==> src/rtl/dmem_arbiter.sv <==
// Round-robin arbiter sharing the single-port data memory between the core's
// memory stage and the host/loader port; sequences fixed-latency reads.
module dmem_arbiter #(
  parameter int ADDR_W = 32,
  parameter int DATA_W = 32,
  parameter int RD_LAT = 2
) (
  input  logic              clk,
  input  logic              reset,
  input  logic              core_req,
  input  logic              core_we,
  input  logic [ADDR_W-1:0] core_addr,
  input  logic [DATA_W-1:0] core_wdata,
  output logic [DATA_W-1:0] core_rdata,
  output logic              core_stall,
  input  logic              host_req,
  input  logic              host_we,
  input  logic [ADDR_W-1:0] host_addr,
  input  logic [DATA_W-1:0] host_wdata,
  output logic              host_gnt,
  output logic              host_rvalid,
  output logic [DATA_W-1:0] host_rdata,
  output logic              mem_en,
  output logic              mem_we,
  output logic [ADDR_W-1:0] mem_addr,
  output logic [DATA_W-1:0] mem_wdata,
  input  logic [DATA_W-1:0] mem_rdata
);

  localparam int LAT_W = (RD_LAT > 1) ? $clog2(RD_LAT) : 1;

  typedef enum logic {IDLE, RD_WAIT} state_t;
  typedef enum logic {CORE, HOST} requester_t;

  state_t           state, stateNext;
  requester_t       owner, lastGrant, winner;
  logic [LAT_W-1:0] latCnt;
  logic             grant, winnerWe, readDone, coreDone;

  // Ties go to whoever was not granted last; lastGrant resets to HOST so the core wins first.
  always_comb begin
    winner = CORE;
    grant  = 1'b0;
    if (state == IDLE) begin
      if (core_req && host_req) begin
        winner = (lastGrant == HOST) ? CORE : HOST;
      end else if (host_req) begin
        winner = HOST;
      end
      grant = core_req | host_req;
    end
    winnerWe = (winner == HOST) ? host_we : core_we;
    readDone = (state == RD_WAIT) && (latCnt == '0);
  end

  always_comb begin
    stateNext = state;
    case (state)
      IDLE:    if (grant && !winnerWe) stateNext = RD_WAIT;
      RD_WAIT: if (latCnt == '0) stateNext = IDLE;
      default: stateNext = IDLE;
    endcase
  end

  // Outputs are forced to zero while reset is held, even though state clears on the edge.
  always_comb begin
    mem_en     = 1'b0;
    mem_we     = 1'b0;
    mem_addr   = '0;
    mem_wdata  = '0;
    host_gnt   = 1'b0;
    core_stall = 1'b0;
    coreDone   = 1'b0;
    core_rdata = mem_rdata;
    if (reset) begin
      core_rdata = '0;
    end else begin
      if (grant) begin
        mem_en    = 1'b1;
        mem_we    = winnerWe;
        mem_addr  = (winner == HOST) ? host_addr : core_addr;
        mem_wdata = (winner == HOST) ? host_wdata : core_wdata;
        host_gnt  = (winner == HOST);
      end
      coreDone   = (grant && winner == CORE && core_we) || (readDone && owner == CORE);
      core_stall = core_req && !coreDone;
    end
  end

  always_ff @(posedge clk) begin
    if (reset) begin
      state       <= IDLE;
      owner       <= CORE;
      lastGrant   <= HOST;
      latCnt      <= '0;
      host_rvalid <= 1'b0;
      host_rdata  <= '0;
    end else begin
      state       <= stateNext;
      host_rvalid <= readDone && (owner == HOST);
      if (readDone && owner == HOST) host_rdata <= mem_rdata;
      if (grant) lastGrant <= winner;
      if (grant && !winnerWe) begin
        owner  <= winner;
        latCnt <= LAT_W'(RD_LAT - 1);
      end else if (state == RD_WAIT && latCnt != '0) begin
        latCnt <= latCnt - LAT_W'(1);
      end
    end
  end

endmodule

==> config.mk <==
export PLATFORM = sky130hd
export DESIGN_NAME = dmem_arbiter
export DESIGN_NICKNAME = d
export VERILOG_FILES = /design/src/rtl/dmem_arbiter.sv
export SDC_FILE = /design/constraint.sdc
export NUM_CORES = 1
export LEC_CHECK = 0
export BUFFER_PORTS_ARGS = -buffer_cell sky130_fd_sc_hd__buf_2
export CAP_MARGIN = 20
export CORE_AREA = 2 2 117 119
export DETAILED_ROUTE_END_ITERATION = 6
export DIE_AREA = 0 0 119 121
export GPL_ROUTABILITY_DRIVEN = 0
export PLACE_DENSITY_LB_ADDON = 0.3
export SLEW_MARGIN = 5
export SYNTH_ARGS = -nofsm -noshare
export SYNTH_HDL_FRONTEND = slang
export SYNTH_SLANG_ARGS = --single-unit
export TNS_END_PERCENT = 10
==> constraint.sdc <==
create_clock -name clk -period 1.5 [get_ports clk]
set_clock_uncertainty 0.1 [all_clocks]
set_input_delay 0.075 -clock clk [delete_from_list [all_inputs] [get_ports clk]]
set_output_delay 0.075 -clock clk [all_outputs]
set_load 0.03 [all_outputs]
**After elaboration in Yosys (flattened, before gate mapping)**

Cells that the tools add are included.
Widths: inputs -> output; s select.

- Reductions and logical operators: 13
- Equal/unequal tests: 0
- Multiplexer cells: 25
- Order comparisons: 0
- Divide/modulo/power cells: 0
- $mul: 0
- Bitwise gates (word level): 5
- $add $sub $neg: 1
- Shift operators: 0

Operators with widths:

| cell | number |
|---|---|
| $mux 32 | 7 |
| $mux 1 | 17 |
| $logic_and 1x1->1 | 9 |
| $not 1->1 | 4 |
| $logic_not 1->1 | 2 |
| $pmux 1 s2 | 1 |
| $reduce_bool 2->1 | 1 |
| $logic_or 1x1->1 | 1 |
| $or 1x1->1 | 1 |
| $sub 1x1->1 const B | 1 |

- Input port bits: 166
- Logic and storage cells: 50
- Bits in registers: 37
- Output and inout port bits: 133
- Memories: 0
- Bits in latches: 0
- Memory bits (writable): 0
- Memory bits (read-only): 0

**Longest topological paths before layout**

Gate-level depths: netlist (run 1).

- Word-level depth: 10
- Mapped depth: 6

**Worst setup path after synthesis (run 1)**

No wires, ideal clock.

- Kind: reg-to-output
- Start point: register state
- End point: output port core_stall
- Buffers on the path: 1
- Data required time: 1.325 ns
- Cell stages (with the launch flop): 5
- Arrival time: 2.310 ns
- Slack: -0.985 ns
- Path through: dfxtp_1 -> buf_2 -> or2b_1 -> nor2_1 -> a2111oi_0

- Cells in the longest elaborated chain, start to end: 8
- Elaborated cells between the ends (all ways): 11
- Classes of those cells: mux: 3; bitwise: 1; reduce/logical: 7

RTL lines:

| element | line | text |
|---|---|---|
| start, declared | 35 | `state_t state, stateNext;` |
| start signal, assigned | 99 | `state <= stateNext;` |
| $mux 1 | 44 | `if (state == IDLE) begin` |
| $not 1->1 | 85 | `coreDone = (grant && winner == CORE && core_we) \|\| (readDone && owner == CORE);` |
| $logic_and 1x1->1 (2 in a row) | 85 |  |
| $logic_or 1x1->1 * | 85 |  |
| $logic_not 1->1 * | 86 | `core_stall = core_req && !coreDone;` |
| $logic_and 1x1->1 * | 86 |  |
| $mux 1 * | 75 | `if (reset) begin` |
| end, declared | 15 | `output logic core_stall,` |

Every way passes the cells marked *; elsewhere a longest branch is shown, timed or not.

**Final worst setup path (run 1)**

- Start point: register lastGrant
- End point: output port mem_wdata[23]

- Cells in the longest elaborated chain, start to end: 6

RTL lines:

| element | line | text |
|---|---|---|
| start, declared | 36 | `requester_t owner, lastGrant, winner;` |
| start signal, assigned | 102 | `if (grant) lastGrant <= winner;` |
| $mux 1 | 46 | `winner = (lastGrant == HOST) ? CORE : HOST;` |
| $mux 1 | 45 | `if (core_req && host_req) begin` |
| $mux 1 | 44 |  |
| $mux 32 | 82 | `mem_wdata = (winner == HOST) ? host_wdata : core_wdata;` |
| $mux 32 | 78 | `if (grant) begin` |
| $mux 32 | 75 |  |
| end, declared | 26 | `output logic [DATA_W-1:0] mem_wdata,` |

No other way between the ends.

==> impl_metrics.py, run 1 <==
metrics = {
    "final_layout": {
        "nets": 782,
        "area_growth_pct": 119,
        "layout_commonest_cell": "buf_2",
        "final_cell_mix": "buf_2 (232), nand2_1 (64), a22o_1 (61), buf_6 (59), dfxtp_1 (35)",
        "postLayoutCoreUtil": 0.379,
        "drive_gt1_frac": 0.550,
    },
    "routing": {
        "drtIter0Drc": 113,
        "avgRoutedWirePerCell_um": 16.0,
        "drt_wl_total_um": 12700,
        "route.detailed.drc": 0,
        "drtAntennaViolNets": 0,
        "dr.pass1.iters": 4,
        "vias_per_cell": 4.43,
        "vias": 3516,
    },
    "global_route": {
        "antenna_found_initial": 1,
        "grt_pass1_vias": 3498,
        "overflow": 0,
        "grt_start_max_net_pins": 65,
        "track_usage": 0.162,
        "grt_pass1_wl_um": 18500,
    },
    "synth": {
        "syn-cell-area_um2": 2260,
        "yosysSeqAreaShare": 0.327,
        "ys_warn_count": 0,
        "yosysUniqueCellTypes": 25,
        "syn_avg_cell_area_um2": 7.94,
        "synthCells": 285,
        "syn_nets": 451,
        "ys_ff_latch": 37,
    },
    "clock_tree": {
        "insertion_delay_ns": 0.28,
        "path_clk_slew_ns": 0.05,
        "cts_root_buf": "clkbuf_16",
        "cts_htree_levels": 2,
        "numClockSinks": 37,
        "cts_buffers": 5,
        "cts_tree": "yes",
        "cts_buffer_depth": 2,
    },
    "worst_setup_path": {
        "regToRegSetupSlack_ns": 0.17,
        "crit_type": "reg -> out",
        "worst_r2r_endpoint": "host_rdata[30]",
        "r2r_start": "state",
        "reg2regPathDepth": 5,
        "cp-start-kind": "flip-flop",
        "crit_fanout": 24,
        "required_ns": 1.32,
        "cp.arrival_ns": 1.67,
        "worstSetupEndpointType": "output port",
    },
    "power_and_ir_drop": {
        "p_leak_nw": 2.47,
        "ir_drop_mv": 0.482,
        "finalPower_mw": 3.59,
        "cellPowerDensity_nw_per_um2": 725,
    },
    "outcome": {
        "outcome": "finished, violations left",
        "failed_checks": "setup timing",
    },
    "timing": {
        "slew_viol_final": 0,
        "max_clock_freq_mhz": 542,
        "hold_viol": 0,
        "fin_ws_ns": -0.344,
        "timing.final.crit_period_ns": 1.84,
        "period_share": 1.23,
        "worst_pin_slew_ns": 0.372,
        "setup_viol": 67,
        "rsz0062_at_grt": "yes",
        "maxSlewHeadroom": 0.750,
    },
    "flow_run": {
        "max_cap_violations": 0,
    },
    "die": {
        "initial_core_util": 0.173,
        "rows": 42,
        "coreArea_um2": 13100,
        "die_area_um2": 14400,
        "pin_count": 299,
        "die_y_um": 121,
        "die_w_um": 119,
    },
    "hold_path": {
        "hold_start": "core_we",
        "hold_path_depth": 3,
        "hold_path_class": "in -> reg",
        "hold_path_end": "owner",
    },
    "placed_design": {
        "hpwl_um": 9490,
        "io_buffers": 298,
        "pre_cts_slack_ns": -0.106,
    },
}
==> cell families (layout without fill, tap and decap cells) <==
logic type,count (synthesis),after routing,share of synthesized area
other cells,0,1,0
compound gates,108,108,0.358
buf+inv,32,363,0.0818
simple gates,108,108,0.233
flops,37,37,0.327
==> registers in the layout, summed over array words and instances (netlist names) <==
| signal | cells |
|---|---|
| host_rvalid | 1 |
| host_rdata | 32 |
| latCnt | 1 |
| lastGrant | 1 |
| state | 1 |
| owner | 1 |
==> cells in the mapped netlist, drive strengths merged <==
cell type | count | area [µm²]
a21oi | 34 | 170
nor2 | 3 | 11.3
a22o | 64 | 561
o32ai | 1 | 8.76
a21bo | 1 | 10.0
o21ai | 1 | 5.00
nand2 | 64 | 240
buf | 17 | 129
a21boi | 1 | 7.51
inv | 3 | 11.3
and3b | 1 | 8.76
nor4 | 1 | 21.3
o21a | 3 | 22.5
or3 | 1 | 6.26
clkbuf | 12 | 45.0
nor3 | 2 | 10.0
o31ai | 1 | 7.51
nor2b | 33 | 206
a221o | 1 | 10.0
a2111oi | 1 | 8.76
dfxtp | 37 | 741
nand3b | 2 | 15.0
or2b | 1 | 7.51
==> metal layers <==
layer	vias up	part of all wire	track usage
met4	0	0.038	0.0670
met2	204	0.51	0.304
li1	1676	-	-
met1	1608	0.36	0.171
met3	28	0.085	0.0409
met5	-	0	0
==> where the power goes <==
group / leakage (nW) / internal (mW) / switching (mW)
logic: 2.10 / 0.704 / 0.833
registers: 0.299 / 1.01 / 0.0182
clock network: 0.0700 / 0.652 / 0.379
==> layout make-up <==
| type | instances | area, µm² |
|---|---|---|
| fill | 1362 | 8130 |
| timing repair buffer | 353 | 2450 |
| multi-input combinational | 216 | 1380 |
| sequential | 37 | 746 |
| tap | 176 | 220 |
| clock buffer | 7 | 143 |
| inverter | 3 | 11.3 |
| antenna | 1 | 2.50 |
==> worst max-delay path, cell delays in order, from the launching register on <==
cell,delay (ns)
dfxtp_2,0.33
a21bo_2,0.22
nor3_4,0.17
buf_12,0.17
buf_12,0.16
a22o_1,0.19
buf_6,0.15
==> worst max-delay path by stage <==
stage / start / to / cells after the start
after global placement: lastGrant / mem_addr[0] / 6
final: lastGrant / mem_wdata[23] / 6
after floorplan: state / mem_addr[0] / 5
after global routing: lastGrant / mem_wdata[23] / 6
after detailed placement: lastGrant / mem_wdata[3] / 6
after CTS: lastGrant / core_stall / 4
==> stage by stage <==
stage	setup TNS [ns]	area (µm²)	std cells	hold slack, ns
finish	-18.50	4950	793	0.0940
detailed placement	-4.03	4050	750	0.232
global route	-23.72	4950	793	0.118
floorplan	-3.13	2290	285	0.111
CTS	-18.98	4900	790	0.0835
global placement	-1.37	4050	750	0.226
==> what timing repair did <==
item / in CTS / in global routing
buffers inserted: 0 / 1
endpoints found under the hold margin: 33 / 0
setup endpoints to repair: 67 / 79
pin swaps: 21 / 7
hold buffers: 33 / 0
gates resized for setup: 125 / 7
cloned: 0 / 1
Power figures use the tool's default switching activity.
==> inputs of run 2 (changes only) <==
Settings changed: ABC_AREA set to 1.
==> run 2 against run 1 <==
Compared with the run above:
- the run still ends with setup timing left
- fmax is 4.5% higher
- critical endpoint is now mem_addr[2]
- core utilization is 5.6 points higher
- total power is 14% higher
- sequential power hardly changed
- synthesized cell count is 60% higher
- via count is 17% higher
- register-to-register slack better by 0.04 ns
- highest routed layer is now met5
==> impl_metrics.py, run 2 <==
metrics = {
    "outcome": {
        "outcome": "finished, violations left",
        "failed_checks": "setup timing",
    },
    "synth": {
        "ys_ff_latch": 37,
        "yosysUniqueCellTypes": 19,
        "synth_area_leader_cell": "dfxtp_1",
        "synth_common_cells": "nand2_1 (135), inv_1 (70), nand3_1 (59)",
        "syn_avg_cell_area_um2": 5.81,
        "yosysSeqAreaShare": 0.279,
        "synthMostInstantiatedCell": "nand2_1",
        "synthTopCellsByArea": "dfxtp_1 (28%), nand2_1 (19%), nand3_1 (11%), inv_1 (9.9%), a21oi_1 (6.4%)",
        "synthCells": 457,
        "ys_warn_count": 0,
        "yosysTopAreaCellShare": 0.279,
        "syn-cell-area_um2": 2660,
        "synth_edf_count": 0,
        "async_flop_share": 0,
        "syn_nets": 623,
        "ys.flop_type": "dfxtp_1",
    },
    "final_layout": {
        "largest_register_ffs": 32,
        "register_area_um2": 743,
        "postLayoutCoreUtil": 0.434,
        "postLayoutCellArea_um2": 5680,
        "nets": 955,
        "regMostFlops": "host_rdata",
        "layout_commonest_cell": "buf_2",
        "area_growth_pct": 114,
        "fillerInstances": 1366,
        "multiInputGateArea_um2": 1600,
        "drive_gt1_frac": 0.527,
        "final_cell_mix": "buf_2 (230), nand2_1 (99), buf_6 (78), inv_1 (70), nand3_1 (49)",
    },
    "worst_setup_path": {
        "worstPathCellList": "nand2_2 -> nand3_4 -> nor2_4 -> buf_6 -> clkbuf_16 -> clkbuf_16 -> nand2_1 -> nand2_1 -> buf_6",
        "crit_type": "reg -> out",
        "cp-start-kind": "flip-flop",
        "required_ns": 1.32,
        "critPathSlowestCell": "dfxtp_2",
        "worstSetupEndpointType": "output port",
        "crit_fanout": 5,
        "cp.arrival_ns": 1.59,
        "slowest_delay_ns": 0.32,
    },
    "die": {
        "pin_count": 299,
        "rows": 42,
        "initial_core_util": 0.203,
        "die_y_um": 121,
        "die_area_um2": 14400,
        "coreArea_um2": 13100,
        "die_w_um": 119,
    },
    "routing": {
        "route.detailed.drc": 0,
        "drtAntennaViolNets": 0,
        "vias_per_cell": 4.26,
        "drt_wl_total_um": 13700,
        "drtIter0Drc": 123,
        "avgRoutedWirePerCell_um": 14.2,
        "dr.pass1.iters": 5,
        "vias": 4124,
    },
    "clock_tree": {
        "numClockSinks": 37,
        "insertion_delay_ns": 0.28,
        "cts_tree": "yes",
        "cts_buffer_depth": 2,
        "path_clk_slew_ns": 0.06,
        "cts_buffers": 5,
        "cts_htree_levels": 2,
        "cts_root_buf": "clkbuf_16",
    },
    "timing": {
        "fin_hold_ws_ns": 0.00724,
        "max_clock_freq_mhz": 567,
        "fin_ws_ns": -0.264,
        "maxSlewHeadroom": 0.786,
        "hold_viol": 0,
        "period_share": 1.18,
        "setup_viol": 68,
        "worst_pin_slew_ns": 0.321,
        "rsz0062_at_grt": "yes",
        "timing.final.crit_period_ns": 1.76,
        "slew_viol_final": 0,
    },
    "power_and_ir_drop": {
        "power_frac_clock": 0.248,
        "switchingPower_mw": 1.59,
        "ir_drop_mv": 0.468,
        "seqPwrFrac": 0.257,
        "finalPower_mw": 4.11,
        "sw_frac_of_total": 0.386,
        "cellPowerDensity_nw_per_um2": 723,
        "p_leak_nw": 3.13,
        "power_frac_comb": 0.495,
        "internal_power_mw": 2.52,
    },
    "global_route": {
        "overflow": 0,
        "grt_pass1_vias": 3848,
        "grt_pass1_wl_um": 19400,
        "track_usage": 0.168,
        "grt_start_max_net_pins": 66,
        "antenna_found_initial": 4,
    },
    "placed_design": {
        "io_buffers": 298,
        "hpwl_um": 9720,
        "dpl_cell_area_um2": 4450,
    },
    "flow_run": {
        "max_cap_violations": 0,
    },
    "hold_path": {
        "hold_path_class": "in -> reg",
    },
}
run 2: changes by cell type after synthesis, sizes merged, moves of 33 or more:
cell / before / now
a22o: 64 / 0
nor2: 3 / 38
nor2b: 33 / 0
inv: 3 / 72
nand2: 64 / 135
nand3: 0 / 70
run 2: path summary, 6_finish.rpt:
check / to / cells after the start / from / slack, ns
max: mem_addr[2] / 9 / lastGrant / -0.26
max reg2reg: host_rdata[15] / 5 / state / 0.21
min: host_rdata[14] / 3 / mem_rdata[14] / 0.007
min reg2reg: host_rdata[16] / 2 / host_rdata[16] / 0.34
run 2: area by class of cell:
type / count / share of cell area
Clock inverter: 3 / 0.00308
Tap cell: 176 / 0.0388
Inverter: 72 / 0.0476
Antenna cell: 2 / 0.000881
Clock buffer: 5 / 0.0220
Sequential cell: 37 / 0.131
Timing Repair Buffer: 360 / 0.475
Multi-Input combinational cell: 313 / 0.282
run 2: metrics by stage:
step                cells   TNS, ns  setup slack [ns]
floorplan             457         0            0.0692
global placement      920   -0.0257           -0.0134
detailed placement    920  -0.00904          -0.00794
CTS                   949    -15.70            -0.267
global route          968    -19.90            -0.342
finish                968    -14.19            -0.264
run 2: power by group through the flow:
stage                     sequential, mW  combinational, mW  clock, mW
after global placement              1.07               1.57          0
after floorplan                     1.14              0.882          0
after global routing                1.06               2.16       1.10
after CTS                           1.05               1.84       1.06
final                               1.05               2.03       1.02
after detailed placement            1.07               1.58          0
run 2: critical path: cells and delay by family, from the launching register on:
family / cells / cell delay, ns
flops: 1 / 0.32
buf+inv: 4 / 0.54
simple gates: 5 / 0.44
run 2: cells by family (layout without fill, tap and decap cells):
family          after synthesis  after routing  synth area share
compound gates               67             67             0.127
flops                        37             37             0.279
buf+inv                     107            440             0.186
simple gates                246            246             0.408
other cells                   0              2                 0
run 2: repair_timing:
| action | 4_1_cts | 5_1_grt |
|---|---|---|
| endpoints found under the setup margin | 68 | 68 |
| pin swaps | 9 | 36 |
| endpoints found under the hold margin | 17 | 0 |
| gates cloned | 1 | 10 |
| setup buffers | 3 | 8 |
| gates resized for setup | 121 | 74 |
| hold buffers | 17 | 0 |
run 2: layer usage:
layer  wire [µm]  track usage  vias to the layer above  share of wire
li1            -            -                     2084              -
met1        5300        0.181                     1796           0.39
met2        6840        0.311                      214           0.50
met3        1160       0.0498                       26          0.085
met4         381       0.0588                        4          0.028
met5          26            0                        -         0.0019
==> inputs of run 3 (changes only) <==
Settings changed: SKIP_CTS_REPAIR_TIMING set to 1.
==> run 3 against run 2 <==
Compared with the run above:
- the flow finishes with violations (hold timing, setup timing)
- register-to-register slack hardly changed
- first-iteration DRC count is 1.6% higher
- critical path depth is 1 lower
- design area is 9.2% lower
- worst setup slack better by 0.0087 ns
- via count is 4.2% lower
- largest cell class unchanged
==> impl_metrics.py, run 3 (same netlist as run 2, synthesis figures left out) <==
metrics = {
    "outcome": {
        "outcome": "finished, violations left",
        "failed_checks": "hold timing, setup timing",
    },
    "worst_setup_path": {
        "cp-startpoint": "state",
        "crit_fanout": 8,
        "worstSetupEndpointType": "output port",
        "cp.arrival_ns": 1.58,
        "critPathSlowestCell": "dfxtp_2",
        "r2r_start": "state",
        "crit_type": "reg -> out",
        "required_ns": 1.32,
        "cp-start-kind": "flip-flop",
        "slowest_delay_ns": 0.34,
        "worstPathCellList": "nor2_4 -> inv_2 -> nor2_4 -> buf_12 -> clkbuf_16 -> nand3_1 -> nand2_1 -> buf_6",
        "cp_common_cell": "nor2_4",
    },
    "timing": {
        "worst_pin_slew_ns": 0.316,
        "setup_viol": 67,
        "slew_viol_final": 0,
        "setup_tns_ns": -12.08,
        "hold_viol": 10,
        "fin_ws_ns": -0.256,
        "max_clock_freq_mhz": 570,
        "maxSlewHeadroom": 0.789,
        "period_share": 1.17,
        "timing.final.crit_period_ns": 1.76,
        "fin_hold_ws_ns": -0.0163,
        "rsz0062_at_grt": "yes",
    },
    "power_and_ir_drop": {
        "internal_power_mw": 2.40,
        "cellPowerDensity_nw_per_um2": 762,
        "sw_frac_of_total": 0.390,
        "p_leak_nw": 2.93,
        "finalPower_mw": 3.93,
        "power_frac_clock": 0.259,
        "switchingPower_mw": 1.53,
        "seqPwrFrac": 0.268,
        "power_frac_comb": 0.473,
        "ir_drop_mv": 0.464,
    },
    "placed_design": {
        "io_buffers": 298,
        "hpwl_um": 9720,
        "dpl_cell_area_um2": 4450,
    },
    "clock_tree": {
        "cts_htree_levels": 2,
        "cts_buffers": 5,
        "cts_root_buf": "clkbuf_16",
        "numClockSinks": 37,
        "path_clk_slew_ns": 0.06,
        "cts_tree": "yes",
        "cts_buffer_depth": 2,
        "insertion_delay_ns": 0.28,
    },
    "die": {
        "coreArea_um2": 13100,
        "rows": 42,
        "initial_core_util": 0.203,
        "die_w_um": 119,
        "die_area_um2": 14400,
        "pin_count": 299,
        "die_y_um": 121,
    },
    "routing": {
        "drtIter0Drc": 125,
        "drtAntennaViolNets": 0,
        "drt_wl_total_um": 12700,
        "route.detailed.drc": 0,
        "vias_per_cell": 4.22,
        "vias": 3949,
        "avgRoutedWirePerCell_um": 13.6,
        "dr.pass1.iters": 4,
    },
    "final_layout": {
        "postLayoutCellArea_um2": 5160,
        "regMostFlops": "host_rdata",
        "final_cell_mix": "buf_2 (241), nand2_1 (120), inv_1 (70), buf_6 (55), nand3_1 (52)",
        "multiInputGateArea_um2": 1530,
        "drive_gt1_frac": 0.496,
        "layout_commonest_cell": "buf_2",
        "fillerInstances": 1417,
        "register_area_um2": 742,
        "area_growth_pct": 94.1,
        "nets": 923,
        "largest_register_ffs": 32,
    },
    "global_route": {
        "grt_pass1_wl_um": 17800,
        "track_usage": 0.155,
        "grt_start_max_net_pins": 66,
        "overflow": 0,
        "antenna_found_initial": 4,
        "grt_pass1_vias": 3510,
    },
    "hold_path": {
        "hold_start": "mem_rdata[28]",
        "hold_path_class": "in -> reg",
    },
    "flow_run": {
        "max_cap_violations": 0,
    },
}
==> run 3: cell count changes in the layout (fill, tap and decap cells not counted), sizes merged <==
cell,delta
clkbuf,-2
dlygate4sd3,-17
buf,-13
==> run 3: worst paths after layout <==
path / end / slack [ns] / cells after the start
worst max-delay path: mem_addr[14] / -0.26 / 8
worst min-delay path: host_rdata[28] / -0.02 / 3
worst max register to register: host_rdata[22] / 0.22 / 5
worst min register to register: host_rdata[16] / 0.34 / 2
==> run 3: cell type report <==
type,instances,area share
Sequential cell,37,0.144
Clock inverter,3,0.00340
Tap cell,176,0.0427
Multi-Input combinational cell,313,0.297
Timing Repair Buffer,328,0.435
Clock buffer,5,0.0243
Inverter,72,0.0524
Antenna cell,2,0.000971
==> run 3: worst max-delay path, delay by kind of cell, from the launching register on <==
family                 cells  cell delay [ns]
DFF                        1             0.34
buffers and inverters      4             0.53
and+or+nand+nor            4             0.43
==> run 3: layer usage <==
metal,GRT usage,part of all wire,up-vias
li1,-,-,2025
met3,0.0451,0.083,21
met1,0.174,0.39,1709
met4,0.0528,0.022,4
met5,0,0.0024,-
met2,0.278,0.50,190
==> run 3: power by group through the flow <==
stage          logic (mW)  registers (mW)  clock network, mW
3_3_place_gp         1.57            1.07                  0
3_5_place_dp         1.58            1.07                  0
5_1_grt              1.98            1.06               1.11
6_report             1.86            1.05               1.02
2_1_floorplan       0.882            1.14                  0
4_1_cts              1.58            1.05               1.06
==> run 3: per-stage QoR <==
stage,utilization,setup WS (ns),std cells
2_1_floorplan,-,0.0692,457
3_3_place_gp,0.340,-0.0134,920
3_5_place_dp,0.340,-0.00794,920
4_1_cts,0.351,-0.322,928
5_1_grt,0.394,-0.320,936
6_report,0.394,-0.256,936
